===== src/rtl/fft_tf_sequencer.sv =====
// Frame-aware twiddle address sequencer for one radix-2 DIF stage; tf_valid/pair_idx trail an accept by 1+ROM_LAT cycles.
// Optional frame counter output enabled by defining FFT_TF_FRAME_CNT_EN.
module fft_tf_sequencer #(
   parameter int ADDR_LEN    = 13,
   parameter int STAGE       = 0,
   parameter int TF_ADDR_LEN = 12,
   parameter int ROM_LAT     = 1
) (
   input  logic                   clk,
   input  logic                   rst,
   input  logic                   start,
   input  logic                   in_valid,
   output logic                   in_ready,
   output logic                   tf_en,
   output logic [TF_ADDR_LEN-1:0] tf_addr,
   output logic                   tf_valid,
   output logic [ADDR_LEN-2:0]    pair_idx,
   output logic                   busy,
   output logic                   frame_done
`ifdef FFT_TF_FRAME_CNT_EN
   ,
   output logic [15:0]            frame_cnt
`endif
);

   localparam int KW     = ADDR_LEN - 1;
   localparam int H_BITS = (STAGE >= 0 && STAGE <= ADDR_LEN - 1) ? ADDR_LEN - 1 - STAGE : 0;
   // k mod H == k & (H-1) since H is a power of two
   localparam logic [KW-1:0] K_MASK = KW'((64'd1 << H_BITS) - 64'd1);
   localparam logic [KW-1:0] K_LAST = '1;

   generate
      if (STAGE < 0 || STAGE > ADDR_LEN - 1) begin : g_bad_stage
         $error("fft_tf_sequencer: STAGE out of range 0..ADDR_LEN-1");
      end
      if (TF_ADDR_LEN != ADDR_LEN - 1) begin : g_bad_tf_width
         $error("fft_tf_sequencer: TF_ADDR_LEN must equal ADDR_LEN-1");
      end
      if (ROM_LAT < 1 || ROM_LAT > 4) begin : g_bad_rom_lat
         $error("fft_tf_sequencer: ROM_LAT must be 1..4");
      end
   endgenerate

   typedef enum logic [1:0] {IDLE, RUN, DRAIN} state_t;

   state_t          state, state_nxt;
   logic [KW-1:0]   k;
   logic [KW-1:0]   addr_nxt;
   logic            accept;
   logic [ROM_LAT:0] en_sr;
   logic [KW-1:0]   idx_sr [0:ROM_LAT];
   logic [TF_ADDR_LEN-1:0] tf_addr_q;

   assign accept   = in_valid & in_ready;
   assign addr_nxt = (k & K_MASK) << STAGE;

   always_ff @(posedge clk or posedge rst) begin
      if (rst) state <= IDLE;
      else     state <= state_nxt;
   end

   // frame_done fires once the whole read pipeline, tf_en included, has emptied
   always_comb begin
      state_nxt  = state;
      in_ready   = 1'b0;
      frame_done = 1'b0;
      case (state)
         IDLE: begin
            if (start) state_nxt = RUN;
         end
         RUN: begin
            in_ready = 1'b1;
            if (in_valid && k == K_LAST) state_nxt = DRAIN;
         end
         DRAIN: begin
            if (en_sr == '0) begin
               frame_done = 1'b1;
               state_nxt  = IDLE;
            end
         end
         default: state_nxt = IDLE;
      endcase
   end

   always_ff @(posedge clk or posedge rst) begin
      if (rst) begin
         k <= '0;
      end else if (state == IDLE && start) begin
         k <= '0;
      end else if (accept) begin
         k <= k + 1'b1;
      end
   end

   always_ff @(posedge clk or posedge rst) begin
      if (rst) begin
         tf_addr_q <= '0;
      end else if (accept) begin
         tf_addr_q <= TF_ADDR_LEN'(addr_nxt);
      end
   end

   // en_sr[0] is tf_en itself; en_sr[ROM_LAT] lines up with BRAM read data
   always_ff @(posedge clk or posedge rst) begin
      if (rst) begin
         en_sr <= '0;
      end else begin
         en_sr <= {en_sr[ROM_LAT-1:0], accept};
      end
   end

   always_ff @(posedge clk or posedge rst) begin
      if (rst) begin
         for (int i = 0; i <= ROM_LAT; i++) idx_sr[i] <= '0;
      end else begin
         idx_sr[0] <= k;
         for (int i = 1; i <= ROM_LAT; i++) idx_sr[i] <= idx_sr[i-1];
      end
   end

   assign tf_en    = en_sr[0];
   assign tf_addr  = tf_addr_q;
   assign tf_valid = en_sr[ROM_LAT];
   assign pair_idx = tf_valid ? idx_sr[ROM_LAT] : '0;
   assign busy     = (state != IDLE);

`ifdef FFT_TF_FRAME_CNT_EN
   always_ff @(posedge clk or posedge rst) begin
      if (rst) begin
         frame_cnt <= '0;
      end else if (frame_done) begin
         frame_cnt <= frame_cnt + 16'd1;
      end
   end
`endif

endmodule


===== config.mk =====
export PLATFORM = sky130hd
export DESIGN_NAME = fft_tf_sequencer
export DESIGN_NICKNAME = d
export VERILOG_FILES = /design/src/rtl/fft_tf_sequencer.sv
export SDC_FILE = /design/constraint.sdc
export NUM_CORES = 1
export LEC_CHECK = 0
export CAP_MARGIN = 20
export CORE_MARGIN = 2
export CORE_UTILIZATION = 52
export DETAILED_ROUTE_END_ITERATION = 10
export PLACE_DENSITY = 0.91
export SYNTH_ARGS = -nofsm -noshare
export SYNTH_HDL_FRONTEND = slang
export SYNTH_SLANG_ARGS = --single-unit
export TNS_END_PERCENT = 20

===== constraint.sdc =====
create_clock -name clk -period 3.6 [get_ports clk]
set_clock_uncertainty 0.15 [all_clocks]
set_input_delay 0.72 -clock clk [delete_from_list [all_inputs] [get_ports clk]]
set_output_delay 0.72 -clock clk [all_outputs]
set_load 0.01 [all_outputs]

# Word-level counts from Yosys, hierarchy flattened
# Cells that the tools add are included.
[totals]
memories = 0
reg_bits = 52
wordCells = 31
romBits = 0
latchBits = 0
in_bits = 4
mem_bits_rw = 0
[op_classes]
mul = 0
n_addsub = 1
n_bitwise = 1
n_reduce_logical = 7
eq_ne = 6
n_mux = 10
n_div = 0
n_lt_le_gt_ge = 0
shifts = 0
[op_table]
columns = ["op", "count"]
rows = [
  ["12-bit 2-to-1 mux", 3],
  ["12-bit by 1-bit adder with 12-bit output, second input constant", 1],
  ["12-bit equality test, second input constant", 1],
  ["2-bit 2-to-1 mux", 3],
  ["2-bit inequality test, second input constant", 3],
  ["2-bit one-hot mux with 3 select lines", 1],
  ["2-bit logical NOT", 2],
  ["2-bit nonzero test", 2],
  ["1-bit 2-to-1 mux", 3],
  ["3-bit AND reduction", 1],
  ["2-bit by 1-bit equality test with 1-bit output, second input constant", 1],
  ["2-bit equality test, second input constant", 1],
  ["1-bit logical AND", 2],
  ["1-bit AND", 1],
]

# Logic depth before layout (Yosys ltp)
[logic_depth]
word_depth = 5
depth_mapped = 5

# Least setup slack after synthesis
# No wires, ideal clock.
[synth_path]
path_type = "register to output"
from = "register state[0]"
to = "output port frame_done"
stages_incl_launch_ff = 3
arrival_ns = 0.983
t_required_ns = 2.730
path_slack_ns = 1.747
cell_sequence = "dfrtp_1 buf_4 nor4b_1"
[synth_between]
elab_chain_len = 2
[synth_lines]
columns = ["item", "line_no", "source"]
rows = [
  ["start: declaration", "46", "state_t state, state_nxt;"],
  ["start signal: assignment", "59", "else state <= state_nxt;"],
  ["2-bit equality test", "67", "case (state)"],
  ["1-bit 2-to-1 mux", "67", ""],
  ["end: declaration", "19", "output logic frame_done"],
]
# Every way passes these cells.

# Final worst setup path
[layout_path]
from = "register en_sr[1]"
to = "output port frame_done"
[layout_between]
elab_chain_len = 3
[layout_lines]
columns = ["item", "line_no", "source"]
rows = [
  ["start: declaration", "50", "logic [ROM_LAT:0] en_sr;"],
  ["start signal: assignment", "108", "en_sr <= {en_sr[ROM_LAT-1:0], accept};"],
  ["2-bit logical NOT", "76", "if (en_sr == '0) begin"],
  ["1-bit 2-to-1 mux", "76", ""],
  ["1-bit 2-to-1 mux", "67", ""],
]
# Every way passes these cells.

==> impl_metrics.tcl <==
set metrics [dict create \
    post_detailed_placement_half_perimeter_wirelength_um 2280 \
    postPlaceCellArea_um2 2280 \
    synth.distinct_cells 30 \
    clkSinkCount 52 \
    clock_tree_from_tritoncts "yes" \
    highest_count_cells_in_the_layout_ignoring_fill_and_taps "sky130_fd_sc_hd__dfrtp_1, sky130_fd_sc_hd__clkdlybuf4s50_1, sky130_fd_sc_hd__nand2_1" \
    insertion_delay_ns 0.31 \
    wirelength_um 3380 \
    cp_num_buf_inv 1 \
    place.port_buffers 32 \
    share_of_the_yosys_chip_area_belonging_to_registers_pct 67.4 \
    synth.ff_latch_count 52 \
    worst_slack_ns 0.988 \
    outcome "complete, no violations" \
    transition_time_at_the_pin_with_the_least_slew_margin_ns 0.774 \
    dpl.cell_count 219 \
    stdcell_count 228 \
    cts_stage_hold_buffer_count 0 \
    ys_warn_count 0 \
    count_of_h_tree_levels_built_during_cts 2 \
    postSynthAreaPerCell_um2 13.4 \
    crit_path_max_fanout 15 \
    rd_place_congestion 0.786 \
    end_kind "primary output" \
    p_leak_nw 1.10 \
    drc_violation_count_after_routing 0 \
    rsz0062_at_grt "false" \
    fin_crit_ns 2.61 \
    placement_rows 22 \
    drt_first_iter_violations 100 \
    cts_inserted_buffers 5 \
    tns_ns 0 \
    cap_viol_max_count 0 \
    mostFrequentLayoutCell "sky130_fd_sc_hd__dfrtp_1" \
    cp_cell_sequence "nor4b_1, clkdlybuf4s50_1" \
    routed-via-count 1210 \
    number_of_antenna_violations_at_the_first_check_in_global_routing 0 \
    timing.hold.ws_ns 0.204 \
    worst_setup_path_start_kind "flip-flop" \
    max_slew_margin_pct 48.2 \
    synthCells 144 \
    firstDrtPassIters 4 \
    die_height_um 64.9 \
    global_route_usage_sum_pct 18.5 \
    initial_utilization_pct 53.5 \
    final-hold-violation-count 0 \
    crit_family "buffers and inverters" \
    max-vdd-ir-drop_uv 304 \
    buffers_inserted_by_post_cts_timing_repair 0 \
    arrival_ns 1.74 \
    design.core.area_um2 3610 \
    route.detailed.wl_per_inst_um 14.8 \
    die_area_um2 4210 \
    grt_pass1_wl_um 5750 \
    post-place-ws_ns 0.928 \
    syn2layout_area_growth_pct 25.3 \
    layout_worst_path_cycle_share_pct 72.6 \
    detail_route.vias_per_cell 5.31 \
    report.final.slew_viol_count 0 \
    fp.dieW_um 64.9 \
    clk_pin_slew_worst_paths_ns 0.09 \
    grt.overflow.total 0 \
    clock_tree.buffer_depth 2 \
    ant_nets 0 \
    drive_above_1_share_pct 13.3 \
    cp_slowest_stage_delay_ns 0.59 \
    num-nets-final 184 \
    pin_count 33 \
    netlist_area_pre_place_um2 1930 \
    number_of_gates_resized_after_cts 0 \
    timing.hold.worst.class "reg2reg" \
    final_design_area_no_fill_um2 2420 \
    cts_root_buffer "sky130_fd_sc_hd__clkbuf_8" \
    timing.fmax_mhz 383 \
    grt_pass1_vias 1216 \
    n_antenna_cell 0 \
    crit_path_top_delay_cell "sky130_fd_sc_hd__clkdlybuf4s50_1" \
    grt_max_degree 53 \
    finalSetupViolations 0 \
    power_per_cell_area_nw_per_um2 585 \
    mappedNetlistNets 149 \
    cp_data_required_time_ns 2.73 \
    worst-setup-path-type "reg2out" \
]
worst paths after layout:
kind	startpoint	end	slack, ns	depth (start not counted)
worst min-delay path	idx_sr[22]	idx_sr[10]	0.20	0
min in group asynchronous	rst	addr_nxt[11]	0.64	2
worst max-delay path	en_sr[1]	frame_done	0.99	2
worst min register to register	idx_sr[22]	idx_sr[10]	0.20	0
max in group asynchronous	rst	tf_addr[8]	2.14	3
worst max register to register	state[0]	tf_addr[5]	1.72	2
registers in the layout (all words and copies together), names as in the netlist:
name and flops:
en_sr 2, idx_sr 24, tf_addr 12, addr_nxt 12
state 2
logic make-up after synthesis:
group                      synth area share [%]
adders and majority gates                 0.648
muxes                                      9.01
and+or+nand+nor                            16.1
xor gates and xnor gates                  0.908
AOI/OAI and AO/OA                          3.70
buffers and inverters                      2.20
DFF                                        67.4
layer usage:
metal	GRT usage [%]	vias up	wire length, um
met4	7.98	0	65
li1	-	566	-
met2	30.7	32	1690
met1	22.7	605	1480
met5	0	-	0
met3	5.21	7	140
final cells by class:
class	instances	area, um^2
Clock inverter	3	42.5
Inverter	3	11.3
Timing Repair Buffer	33	348
Sequential cell	52	1300
Clock buffer	5	68.8
Tap cell	48	60.1
Fill cell	246	1190
Multi-Input combinational cell	84	586
metrics by stage:
step,power [mW],util [%]
detailed placement,1.03,63.2
floorplan,0.902,-
CTS,1.42,66.3
global placement,1.01,63.2
global route,1.50,67.0
finish,1.41,67.0
where the power goes:
part           total, mW  switching [mW]  internal, mW
sequential         0.766          0.0769         0.689
clock              0.394           0.188         0.206
combinational      0.255           0.117         0.138
cell usage after synthesis (all sizes together):
master	n	area share, %
ha	1	0.65
xor2	2	0.91
or2	1	0.32
inv	3	0.58
buf	3	1.2
o31ai	3	1.2
nand3b	1	0.39
mux2	11	6.4
or3	3	0.97
dfrtp	52	67
nor2b	1	0.32
clkbuf	2	0.39
nor2	6	1.2
nand2	13	2.5
nand2b	1	0.32
and2	12	3.9
nor4b	1	0.45
a22o	1	0.45
nor3	2	0.52
or4	2	0.78
o21ai	3	0.78
nand4	4	1.3
or3b	1	0.45
a21oi	5	1.3
nand4b	2	1.7
mux2i	5	2.6
nor4	3	0.97
Note: power is estimated with default switching activity, not from simulation.
